==> src/rtl/crc_pkg.sv <==
// crc_pkg
// Shared definitions for the streaming CRC engine:
//   - crc_state_e : frame-level state of the engine (IDLE / ACCUM / HOLD)
//   - polynomial presets in normal (MSB-first) form for common CRCs
package crc_pkg;

  typedef enum logic [1:0] {
    ST_IDLE  = 2'd0,  // register holds INIT, no beat of the frame seen yet
    ST_ACCUM = 2'd1,  // mid-frame, at least one non-last beat folded
    ST_HOLD  = 2'd2   // result presented, waiting for out_ready
  } crc_state_e;

  localparam logic [7:0]  CRC8_POLY        = 8'h07;
  localparam logic [15:0] CRC16_CCITT_POLY = 16'h1021;
  localparam logic [31:0] CRC32_POLY       = 32'h04C11DB7;

endpackage

==> src/rtl/crc_byte_step.sv <==
// crc_byte_step
// Purely combinational single-byte CRC update: crc_out = step(crc_in, data_in).
// The register is kept in normal (MSB-first) form; REFIN only changes the
// order in which the eight data bits are shifted in.
// Ports:
//   crc_in  [CRC_W-1:0]  register value before this byte
//   data_in [7:0]        byte to fold in
//   crc_out [CRC_W-1:0]  register value after this byte
module crc_byte_step #(
  parameter int              CRC_W = 8,
  parameter logic [CRC_W-1:0] POLY = CRC_W'(8'h07),
  parameter bit              REFIN = 1'b0
) (
  input  logic [CRC_W-1:0] crc_in,
  input  logic [7:0]       data_in,
  output logic [CRC_W-1:0] crc_out
);

  logic [CRC_W-1:0] crc_work;
  logic             feedback;

  always_comb begin
    crc_work = crc_in;
    feedback = 1'b0;
    for (int i = 0; i < 8; i++) begin
      // Reflected input consumes the byte LSB-first, otherwise MSB-first.
      feedback = crc_work[CRC_W-1] ^ (REFIN ? data_in[i] : data_in[7-i]);
      crc_work = (crc_work << 1) ^ ({CRC_W{feedback}} & POLY);
    end
    crc_out = crc_work;
  end

endmodule

==> src/rtl/crc_stream_engine.sv <==
// crc_stream_engine
// Streaming CRC generator: accepts one DATA_W-bit beat per clock on a
// valid/ready input, folds all byte lanes (lane 0 first) into the CRC
// register, and presents the finished CRC on a valid/ready output one cycle
// after the last beat is accepted.
// Ports:
//   clock, reset          clock (rising edge) and asynchronous active-high reset
//   clear                 synchronous frame abort, highest priority
//   in_valid/in_ready     input beat handshake (in_ready is a registered state decode)
//   in_data [DATA_W-1:0]  beat payload, lane 0 = bits [7:0]
//   in_keep [DATA_W/8-1:0] lane enables, only looked at on the last beat
//   in_last               final beat of frame
//   out_valid/out_ready   result handshake
//   out_crc [CRC_W-1:0]   final CRC after optional reflection and XOROUT
//   out_err               last-beat keep was not contiguous from lane 0
module crc_stream_engine
  import crc_pkg::*;
#(
  parameter int               CRC_W  = 8,
  parameter int               DATA_W = 8,
  parameter logic [CRC_W-1:0] POLY   = CRC_W'(CRC8_POLY),
  parameter logic [CRC_W-1:0] INIT   = '0,
  parameter bit               REFIN  = 1'b0,
  parameter bit               REFOUT = 1'b0,
  parameter logic [CRC_W-1:0] XOROUT = '0
) (
  input  logic                  clock,
  input  logic                  reset,
  input  logic                  clear,
  input  logic                  in_valid,
  output logic                  in_ready,
  input  logic [DATA_W-1:0]     in_data,
  input  logic [DATA_W/8-1:0]   in_keep,
  input  logic                  in_last,
  output logic                  out_valid,
  input  logic                  out_ready,
  output logic [CRC_W-1:0]      out_crc,
  output logic                  out_err
);

  localparam int LANES = DATA_W / 8;

  crc_state_e       state_q, state_d;
  logic [CRC_W-1:0] crc_q, crc_d;
  logic [CRC_W-1:0] out_crc_q, out_crc_d;
  logic             out_err_q, out_err_d;
  logic             out_valid_q, out_valid_d;
  logic             in_ready_q, in_ready_d;

  // chain[n] = register after folding lanes 0..n-1 of the current beat.
  logic [CRC_W-1:0] chain [0:LANES];

  assign chain[0] = crc_q;

  generate
    for (genvar gi = 0; gi < LANES; gi++) begin : g_lane
      logic [CRC_W-1:0] crc_i;
      logic [CRC_W-1:0] crc_o;
      if (gi == 0) begin : g_first
        assign crc_i = crc_q;
      end else begin : g_next
        assign crc_i = g_lane[gi-1].crc_o;
      end
      crc_byte_step #(
        .CRC_W (CRC_W),
        .POLY  (POLY),
        .REFIN (REFIN)
      ) u_step (
        .crc_in  (crc_i),
        .data_in (in_data[8*gi +: 8]),
        .crc_out (crc_o)
      );
      assign chain[gi+1] = crc_o;
    end
  endgenerate

  // Last-beat keep analysis: keep_len is the number of lanes before the
  // first cleared keep bit; keep_gap flags a set bit beyond that hole.
  int   keep_len;
  logic keep_hole;
  logic keep_gap;

  always_comb begin
    keep_len  = LANES;
    keep_hole = 1'b0;
    keep_gap  = 1'b0;
    for (int i = 0; i < LANES; i++) begin
      if (!in_keep[i]) begin
        if (!keep_hole) keep_len = i;
        keep_hole = 1'b1;
      end else if (keep_hole) begin
        keep_gap = 1'b1;
      end
    end
  end

  // Register value after this beat: whole beat unless it is the last one,
  // in which case only the contiguous kept prefix counts.
  logic [CRC_W-1:0] fold_crc;

  always_comb begin
    fold_crc = chain[LANES];
    if (in_last) begin
      for (int i = 0; i <= LANES; i++) begin
        if (keep_len == i) fold_crc = chain[i];
      end
    end
  end

  logic [CRC_W-1:0] fold_rev;
  logic [CRC_W-1:0] final_crc;

  generate
    for (genvar gi = 0; gi < CRC_W; gi++) begin : g_rev
      assign fold_rev[gi] = fold_crc[CRC_W-1-gi];
    end
  endgenerate

  assign final_crc = (REFOUT ? fold_rev : fold_crc) ^ XOROUT;

  logic accept;
  assign accept = in_valid && in_ready_q;

  always_comb begin
    state_d   = state_q;
    crc_d     = crc_q;
    out_crc_d = out_crc_q;
    out_err_d = out_err_q;

    if (clear) begin
      state_d   = ST_IDLE;
      crc_d     = INIT;
      out_err_d = 1'b0;
    end else begin
      case (state_q)
        ST_IDLE, ST_ACCUM: begin
          if (accept) begin
            if (in_last) begin
              state_d   = ST_HOLD;
              crc_d     = fold_crc;
              out_crc_d = final_crc;
              out_err_d = keep_gap;
            end else begin
              state_d = ST_ACCUM;
              crc_d   = chain[LANES];
            end
          end
        end
        ST_HOLD: begin
          if (out_ready) begin
            state_d   = ST_IDLE;
            crc_d     = INIT;
            out_err_d = 1'b0;
          end
        end
        default: begin
          state_d = ST_IDLE;
          crc_d   = INIT;
        end
      endcase
    end

    // Both handshake flags are decoded from the next state so they are
    // plain flops on the ports.
    out_valid_d = (state_d == ST_HOLD);
    in_ready_d  = (state_d != ST_HOLD);
  end

  always_ff @(posedge clock or posedge reset) begin
    if (reset) begin
      state_q     <= ST_IDLE;
      crc_q       <= INIT;
      out_crc_q   <= '0;
      out_err_q   <= 1'b0;
      out_valid_q <= 1'b0;
      in_ready_q  <= 1'b0;
    end else begin
      state_q     <= state_d;
      crc_q       <= crc_d;
      out_crc_q   <= out_crc_d;
      out_err_q   <= out_err_d;
      out_valid_q <= out_valid_d;
      in_ready_q  <= in_ready_d;
    end
  end

  assign in_ready  = in_ready_q;
  assign out_valid = out_valid_q;
  assign out_crc   = out_crc_q;
  assign out_err   = out_err_q;

endmodule

==> config.mk <==
export PLATFORM = sky130hd
export DESIGN_NAME = crc_stream_engine
export DESIGN_NICKNAME = d
export VERILOG_FILES = /design/src/rtl/crc_pkg.sv /design/src/rtl/crc_byte_step.sv /design/src/rtl/crc_stream_engine.sv
export SDC_FILE = /design/constraint.sdc
export NUM_CORES = 1
export LEC_CHECK = 0
export BUFFER_PORTS_ARGS = -buffer_cell sky130_fd_sc_hd__buf_2
export CAP_MARGIN = 20
export CORE_UTILIZATION = 36
export CTS_CLUSTER_SIZE = 25
export DETAILED_ROUTE_END_ITERATION = 10
export PLACE_DENSITY = 0.55
export SLEW_MARGIN = 20
export SYNTH_ARGS = -nofsm -noshare
export SYNTH_HDL_FRONTEND = slang
export SYNTH_SLANG_ARGS = --single-unit
==> constraint.sdc <==
create_clock -name clock -period 2.2 [get_ports clock]
set_clock_uncertainty 0.15 [all_clocks]
set_input_delay 0.11 -clock clock [delete_from_list [all_inputs] [get_ports clock]]
set_output_delay 0.11 -clock clock [all_outputs]
set_load 0.02 [all_outputs]
==> results of run 1 <==
==> Yosys cell counts (all sizes together) <==
| master | n | area share |
|---|---|---|
| nand2 | 15 | 0.046 |
| nor2 | 4 | 0.012 |
| conb | 1 | 0.0031 |
| o41ai | 2 | 0.014 |
| o211a | 1 | 0.0082 |
| dfrtp | 20 | 0.41 |
| a21oi | 1 | 0.0041 |
| xnor2 | 11 | 0.10 |
| buf | 6 | 0.027 |
| a211oi | 3 | 0.019 |
| o211ai | 1 | 0.0062 |
| o21bai | 1 | 0.0062 |
| inv | 5 | 0.015 |
| nor3b | 4 | 0.025 |
| xnor3 | 2 | 0.037 |
| o21ai | 15 | 0.062 |
| xor2 | 10 | 0.084 |
| or4 | 1 | 0.0062 |
| xor3 | 3 | 0.060 |
| a21o | 7 | 0.043 |
| or3 | 1 | 0.0051 |
| nor3 | 1 | 0.0041 |
==> kinds of logic after synthesis <==
| group | after synthesis | share of synthesized area |
|---|---|---|
| AO/OA/AOI/OAI | 31 | 0.1626 |
| other | 1 | 0.003083 |
| buffers and inverters | 11 | 0.04217 |
| XOR/XNOR | 26 | 0.2819 |
| AND/OR/NAND/NOR | 26 | 0.09876 |
| flip-flops | 20 | 0.4115 |
==> power groups by stage <==
stage | clock network, mW | registers, mW | logic, mW
floorplan | 0 | 0.614 | 0.439
CTS | 0.320 | 0.548 | 0.665
global placement | 0 | 0.551 | 0.650
detailed placement | 0 | 0.555 | 0.657
finish | 0.311 | 0.546 | 0.654
global route | 0.339 | 0.560 | 0.719
==> tightest hold or removal path, cell delays in order <==
cell and delay [ns]:
buf_2 0.18, nand2_1 0.10, xor2_1 0.07, o21ai_1 0.10
==> cell usage in the layout (no fill, tap or decap), drive strengths merged, types with 3 or more instances in the layout <==
| cell | instances |
|---|---|
| buf | 24 |
| dfrtp | 20 |
| nand2 | 15 |
| o21ai | 15 |
| xnor2 | 11 |
| xor2 | 10 |
| a21o | 7 |
| inv | 5 |
| nor3b | 4 |
| nor2 | 4 |
| dlygate4sd3 | 4 |
| a211oi | 3 |
| clkbuf | 3 |
| xor3 | 3 |
==> per-stage QoR <==
stage                     std cells  worst slack [ns]
after CTS                       185            0.2662
final                           185            0.2831
after floorplan                 115            0.5026
after global routing            185            0.1840
after global placement          177            0.3409
after detailed placement        177            0.3384
==> cell type report <==
cell class,instances,area share
Multi-Input combinational cell,84,0.4578
Inverter,5,0.01293
Clock buffer,3,0.01552
Timing Repair Buffer,28,0.1103
Clock inverter,1,0.02069
Tap cell,44,0.03793
Sequential cell,20,0.3448
==> layer usage <==
layer,global-route usage,up-vias
met5,0,-
met4,0.05980,0
met3,0.01948,5
met2,0.2559,23
met1,0.1870,420
li1,-,436
==> flip-flops by register name (all words and copies together) (netlist names) <==
| register | flops |
|---|---|
| state_q | 2 |
| out_valid | 1 |
| in_ready | 1 |
| crc_q | 8 |
| out_crc | 8 |
==> path summary, 6_finish.rpt <==
kind	start	endpoint	slack [ns]
min reg2reg	out_crc[0]$_DFFE_PP0P_	out_crc[0]$_DFFE_PP0P_	0.34
max in group asynchronous	reset	crc_q[6]$_DFFE_PP0P_	1.10
max	clear	out_crc[0]$_DFFE_PP0P_	0.28
min in group asynchronous	reset	out_crc[2]$_DFFE_PP0P_	0.31
max reg2reg	state_q[1]$_DFF_PP0_	out_crc[0]$_DFFE_PP0P_	0.35
min	in_keep	out_crc[1]$_DFFE_PP0P_	0.13
==> key figures, run 1 <==
Drt
  • Vias per cell: 4.778
  • Drt wl/cell: 13.11 um
  • Uppermost routed layer: met4
  • Met2 WL post-DR: 1.186 mm
  • Vias: 884
  • Met1 WL: 1.102 mm
  • First DRT Iteration DRCs: 42
  • Routed wire length: 2.426 mm
  • Met3 wire length: 97 um
  • Residual DRC: 0
  • Drt pass-1 iters: 4
  • Post-DRT Antenna Nets: 0

Synthesis
  • Syn Std Cell Area: 1216 um2
  • Sequential element share of the synthesized area: 0.4115
  • Synth unique cells: 29
  • Post-Syn Area per Cell: 10.58 um2
  • Mapped Nets: 130
  • #FFs+latches synth: 20
  • Yosys warning count: 0
  • Synth Instances: 115

Worst setup path
  • CP endpoint kind: register
  • Critical path startpoint category: input port
  • FF-to-FF path depth: 3
  • Crit Path Class: in2reg
  • Crit-path cells: dlygate4sd3_1, buf_2, or4_1, a211oi_1, a21o_1
  • CP max-delay cell: or4_1
  • Buffers and inverters on the worst path: 2
  • Crit path largest cell delay: 0.81 ns
  • Crit. path cell count: 5
  • CP delay by family, top: simple AND/OR/NAND/NOR gates
  • Crit path DAT: 2.04 ns
  • Crit path max fanout: 18
  • CP required: 2.32 ns

Final layout
  • Reg area: 500.5 um2
  • Post-layout util: 0.4640
  • Synth-to-Final Area Change: 19.34%
  • Filler Cell Count: 298
  • Share of layout cells above drive strength 1: 0.2411
  • Diode count: 0
  • Footprint of the multi-input gates: 664.4 um2
  • Nets: 157
  • Final instance area: 1451 um2

Worst hold path
  • Hold Path Class: in2reg
  • Hold depth: 4

Place
  • Area post-placement: 1359 um2
  • # port buffers: 24
  • DP HPWL: 1.825 mm
  • GP Congestion: 0.7127

Timing
  • Slew @ Worst Pin: 0.7786 ns
  • Max-slew headroom: 0.4804
  • Final period utilization: 0.8713
  • Crit path time final: 1.917 ns
  • Worst hold slack: 0.1312 ns
  • Final hold violations: 0
  • Count of final setup violators: 0
  • Fin. max-slew vios: 0
  • Max Clk Rate: 521.7 MHz
  • TNS Setup: 0 ns
  • RSZ-0062 raised after global routing: no

Power and ir drop
  • Worst VDD drop: 0.2967 mV
  • Pwr/cell area: 1041 nW/um2
  • P_leak: 0.7394 nW
  • Sw Ratio: 0.3603
  • Total power draw: 1.511 mW
  • Comb power frac: 0.433
  • Switching Power: 0.5444 mW
  • Int Power: 0.9663 mW
  • Reg power frac: 0.361
  • Share of total power in the clock network: 0.206

Clock tree
  • Setup bufs post-CTS: 0
  • Max clock buf depth: 2
  • Clock root buffer: clkbuf_4
  • Clk Latency, worst-skew pair: 0.32 ns
  • Clk slew on worst S/H paths: 0.13 ns
  • Post-CTS resize count: 0
  • Number of clock sinks: 20
  • CTS tree: yes
  • H-tree Lvls: 1
  • CTS buffer count: 3
  • Hold-fix buffers at CTS: 4

Floorplan
  • Core area: 3128 um2
  • Initial Util: 0.3888
  • Die X: 60.12 um
  • Site Rows: 20
  • Die area: 3614 um2
  • IO Count: 26
  • Die Span Y: 60.12 um

Global routing
  • Pin count of the biggest net entering global routing: 21
  • First-pass GRT wire length: 3.788 mm
  • Vias in the first global route: 831
  • Overflow after GRT: 0
  • Initial antenna violation count: 0
  • Overall track demand over capacity in global routing: 0.1490

Status
  • Status: complete, no violations

Flow run
  • Max_cap viols: 0
No activity file was read; power rests on OpenSTA's default activity.
==> run 2: changes to the inputs <==
Settings changed: GPL_ROUTABILITY_DRIVEN set to 0, PLACE_DENSITY 0.55 to 0.57.
Clock period 2.2 ns to 1.7 ns, I/O delays scaled along.
==> run 2 against run 1 <==
  * Hold slack worse by 0.067 ns
  * Register-to-register slack lost 0.30 ns
  * First-iteration DRC count shrank 45%
  * Total power grew 32%
  * Cell area is 10% higher
==> key figures, run 2 (synthesized netlist as in run 1, its figures left out) <==
Place
  • Area post-placement: 1441 um2
  • Pre-CTS setup slack: -0.03398 ns
  • # port buffers: 24
  • DP HPWL: 2.023 mm

Timing
  • Final WS setup: 0.05197 ns
  • Crit path time final: 1.648 ns
  • RSZ-0062 raised after global routing: yes
  • Final period utilization: 0.9694
  • TNS Setup: 0 ns
  • Max Clk Rate: 606.8 MHz
  • Final hold violations: 0
  • Slew @ Worst Pin: 0.5118 ns
  • Count of final setup violators: 0
  • Max-slew headroom: 0.6543
  • Fin. max-slew vios: 0

Worst setup path
  • Crit path largest cell delay: 0.47 ns
  • Crit path DAT: 1.76 ns
  • Crit path max fanout: 18
  • CP required: 1.81 ns
  • CP delay by family, top: simple AND/OR/NAND/NOR gates
  • CP max-delay cell: or4_1
  • Critical path startpoint category: register
  • Buffers and inverters on the worst path: 1
  • Crit Path Class: reg2reg
  • Crit-path cells: or4_1, buf_4, a211oi_1, a21o_1
  • CP endpoint kind: register
  • R2r setup slk: 0.05 ns

Floorplan
  • Die area: 3614 um2
  • Initial Util: 0.3888
  • Core area: 3128 um2
  • IO Count: 26
  • Die X: 60.12 um
  • Die Span Y: 60.12 um
  • Site Rows: 20

Drt
  • Vias per cell: 4.843
  • Routed wire length: 2.722 mm
  • Drt pass-1 iters: 4
  • First DRT Iteration DRCs: 23
  • Drt wl/cell: 13.75 um
  • Vias: 959
  • Residual DRC: 0
  • Post-DRT Antenna Nets: 0

Final layout
  • Synth-to-Final Area Change: 31.79%
  • Diode count: 0
  • Final instance area: 1603 um2
  • Filler Cell Count: 278
  • Most common cell after layout, fill and taps aside: buf_2
  • Post-layout util: 0.5124
  • Nets: 170
  • Most frequent cells in the layout: buf_2 (24), dfrtp_1 (19), nand2_1 (15), buf_4 (13), o21ai_0 (12)
  • Share of layout cells above drive strength 1: 0.3636

Clock tree
  • CTS tree: yes
  • CTS buffer count: 3
  • Max clock buf depth: 2
  • Number of clock sinks: 20
  • Clk Latency, worst-skew pair: 0.31 ns
  • Clk slew on worst S/H paths: 0.12 ns
  • H-tree Lvls: 1
  • Clock root buffer: clkbuf_4

Power and ir drop
  • Pwr/cell area: 1245 nW/um2
  • Worst VDD drop: 0.4670 mV
  • P_leak: 0.8318 nW

Global routing
  • Overall track demand over capacity in global routing: 0.1720
  • Overflow after GRT: 0
  • Vias in the first global route: 969
  • First-pass GRT wire length: 4.416 mm
  • Pin count of the biggest net entering global routing: 19
  • Initial antenna violation count: 0

Worst hold path
  • Hold Path Class: in2reg

Flow run
  • Max_cap viols: 0

Status
  • Status: complete, no violations
==> run 2: changes by cell type in the layout (fill, tap and decap cells not counted), sizes merged <==
cell and change:
buf +13, clkbuf +1, bufinv -1
==> run 2: area by class of cell <==
cell class	instances	area (um2)	area share
Clock buffer	4	36.28	0.02264
Inverter	5	18.77	0.01171
Multi-Input combinational cell	84	733.2	0.4575
Sequential cell	20	501.7	0.3130
Tap cell	44	55.05	0.03435
Timing Repair Buffer	41	257.7	0.1608
==> run 2: power by group <==
part           internal [mW]  switching, mW  leakage [nW]  total [mW]
Combinational          0.505          0.505         0.551        1.01
Sequential             0.599          0.101         0.260       0.701
Clock                  0.131          0.153        0.0210       0.284
==> run 2: path summary, 6_finish.rpt <==
| path | start | to | cells past startpoint |
|---|---|---|---|
| min in group asynchronous | reset | out_crc[2]$_DFFE_PP0P_ | 3 |
| min | clear | crc_q[7]$_DFFE_PP0P_ | 3 |
| min reg2reg | out_crc[7]$_DFFE_PP0P_ | out_crc[7]$_DFFE_PP0P_ | 1 |
| max reg2reg | state_q[1]$_DFF_PP0_ | out_crc[0]$_DFFE_PP0P_ | 4 |
| max | state_q[1]$_DFF_PP0_ | out_crc[0]$_DFFE_PP0P_ | 4 |
| max in group asynchronous | reset | crc_q[6]$_DFFE_PP0P_ | 4 |
==> run 2: worst min-delay path, stage by stage <==
cell and delay (ns):
buf_2 0.12, or3_4 0.20, o21ai_0 0.10
==> run 2: through the flow <==
step / instances / hold slack (ns) / total power, mW
after floorplan: 115 / -0.1012 / 1.363
after CTS: 196 / 0.03811 / 1.979
after detailed placement: 188 / -0.1181 / 1.649
final: 198 / 0.06463 / 1.996
after global routing: 198 / 0.08306 / 2.156
after global placement: 188 / -0.1183 / 1.618
==> run 2: repair_timing <==
item	in CTS	in global routing
setup buffers	0	2
hold buffers	4	0
pin swaps	1	3
gates resized for setup	4	6
hold endpoints to repair	24	0
endpoints found under the setup margin	4	7
==> run 2: layer usage <==
metal,track usage,vias to the layer above,share of wire
li1,-,465,-
met1,0.2122,458,0.45
met2,0.2873,26,0.48
met3,0.05411,10,0.046
met4,0.04651,0,0.026
met5,0,-,0
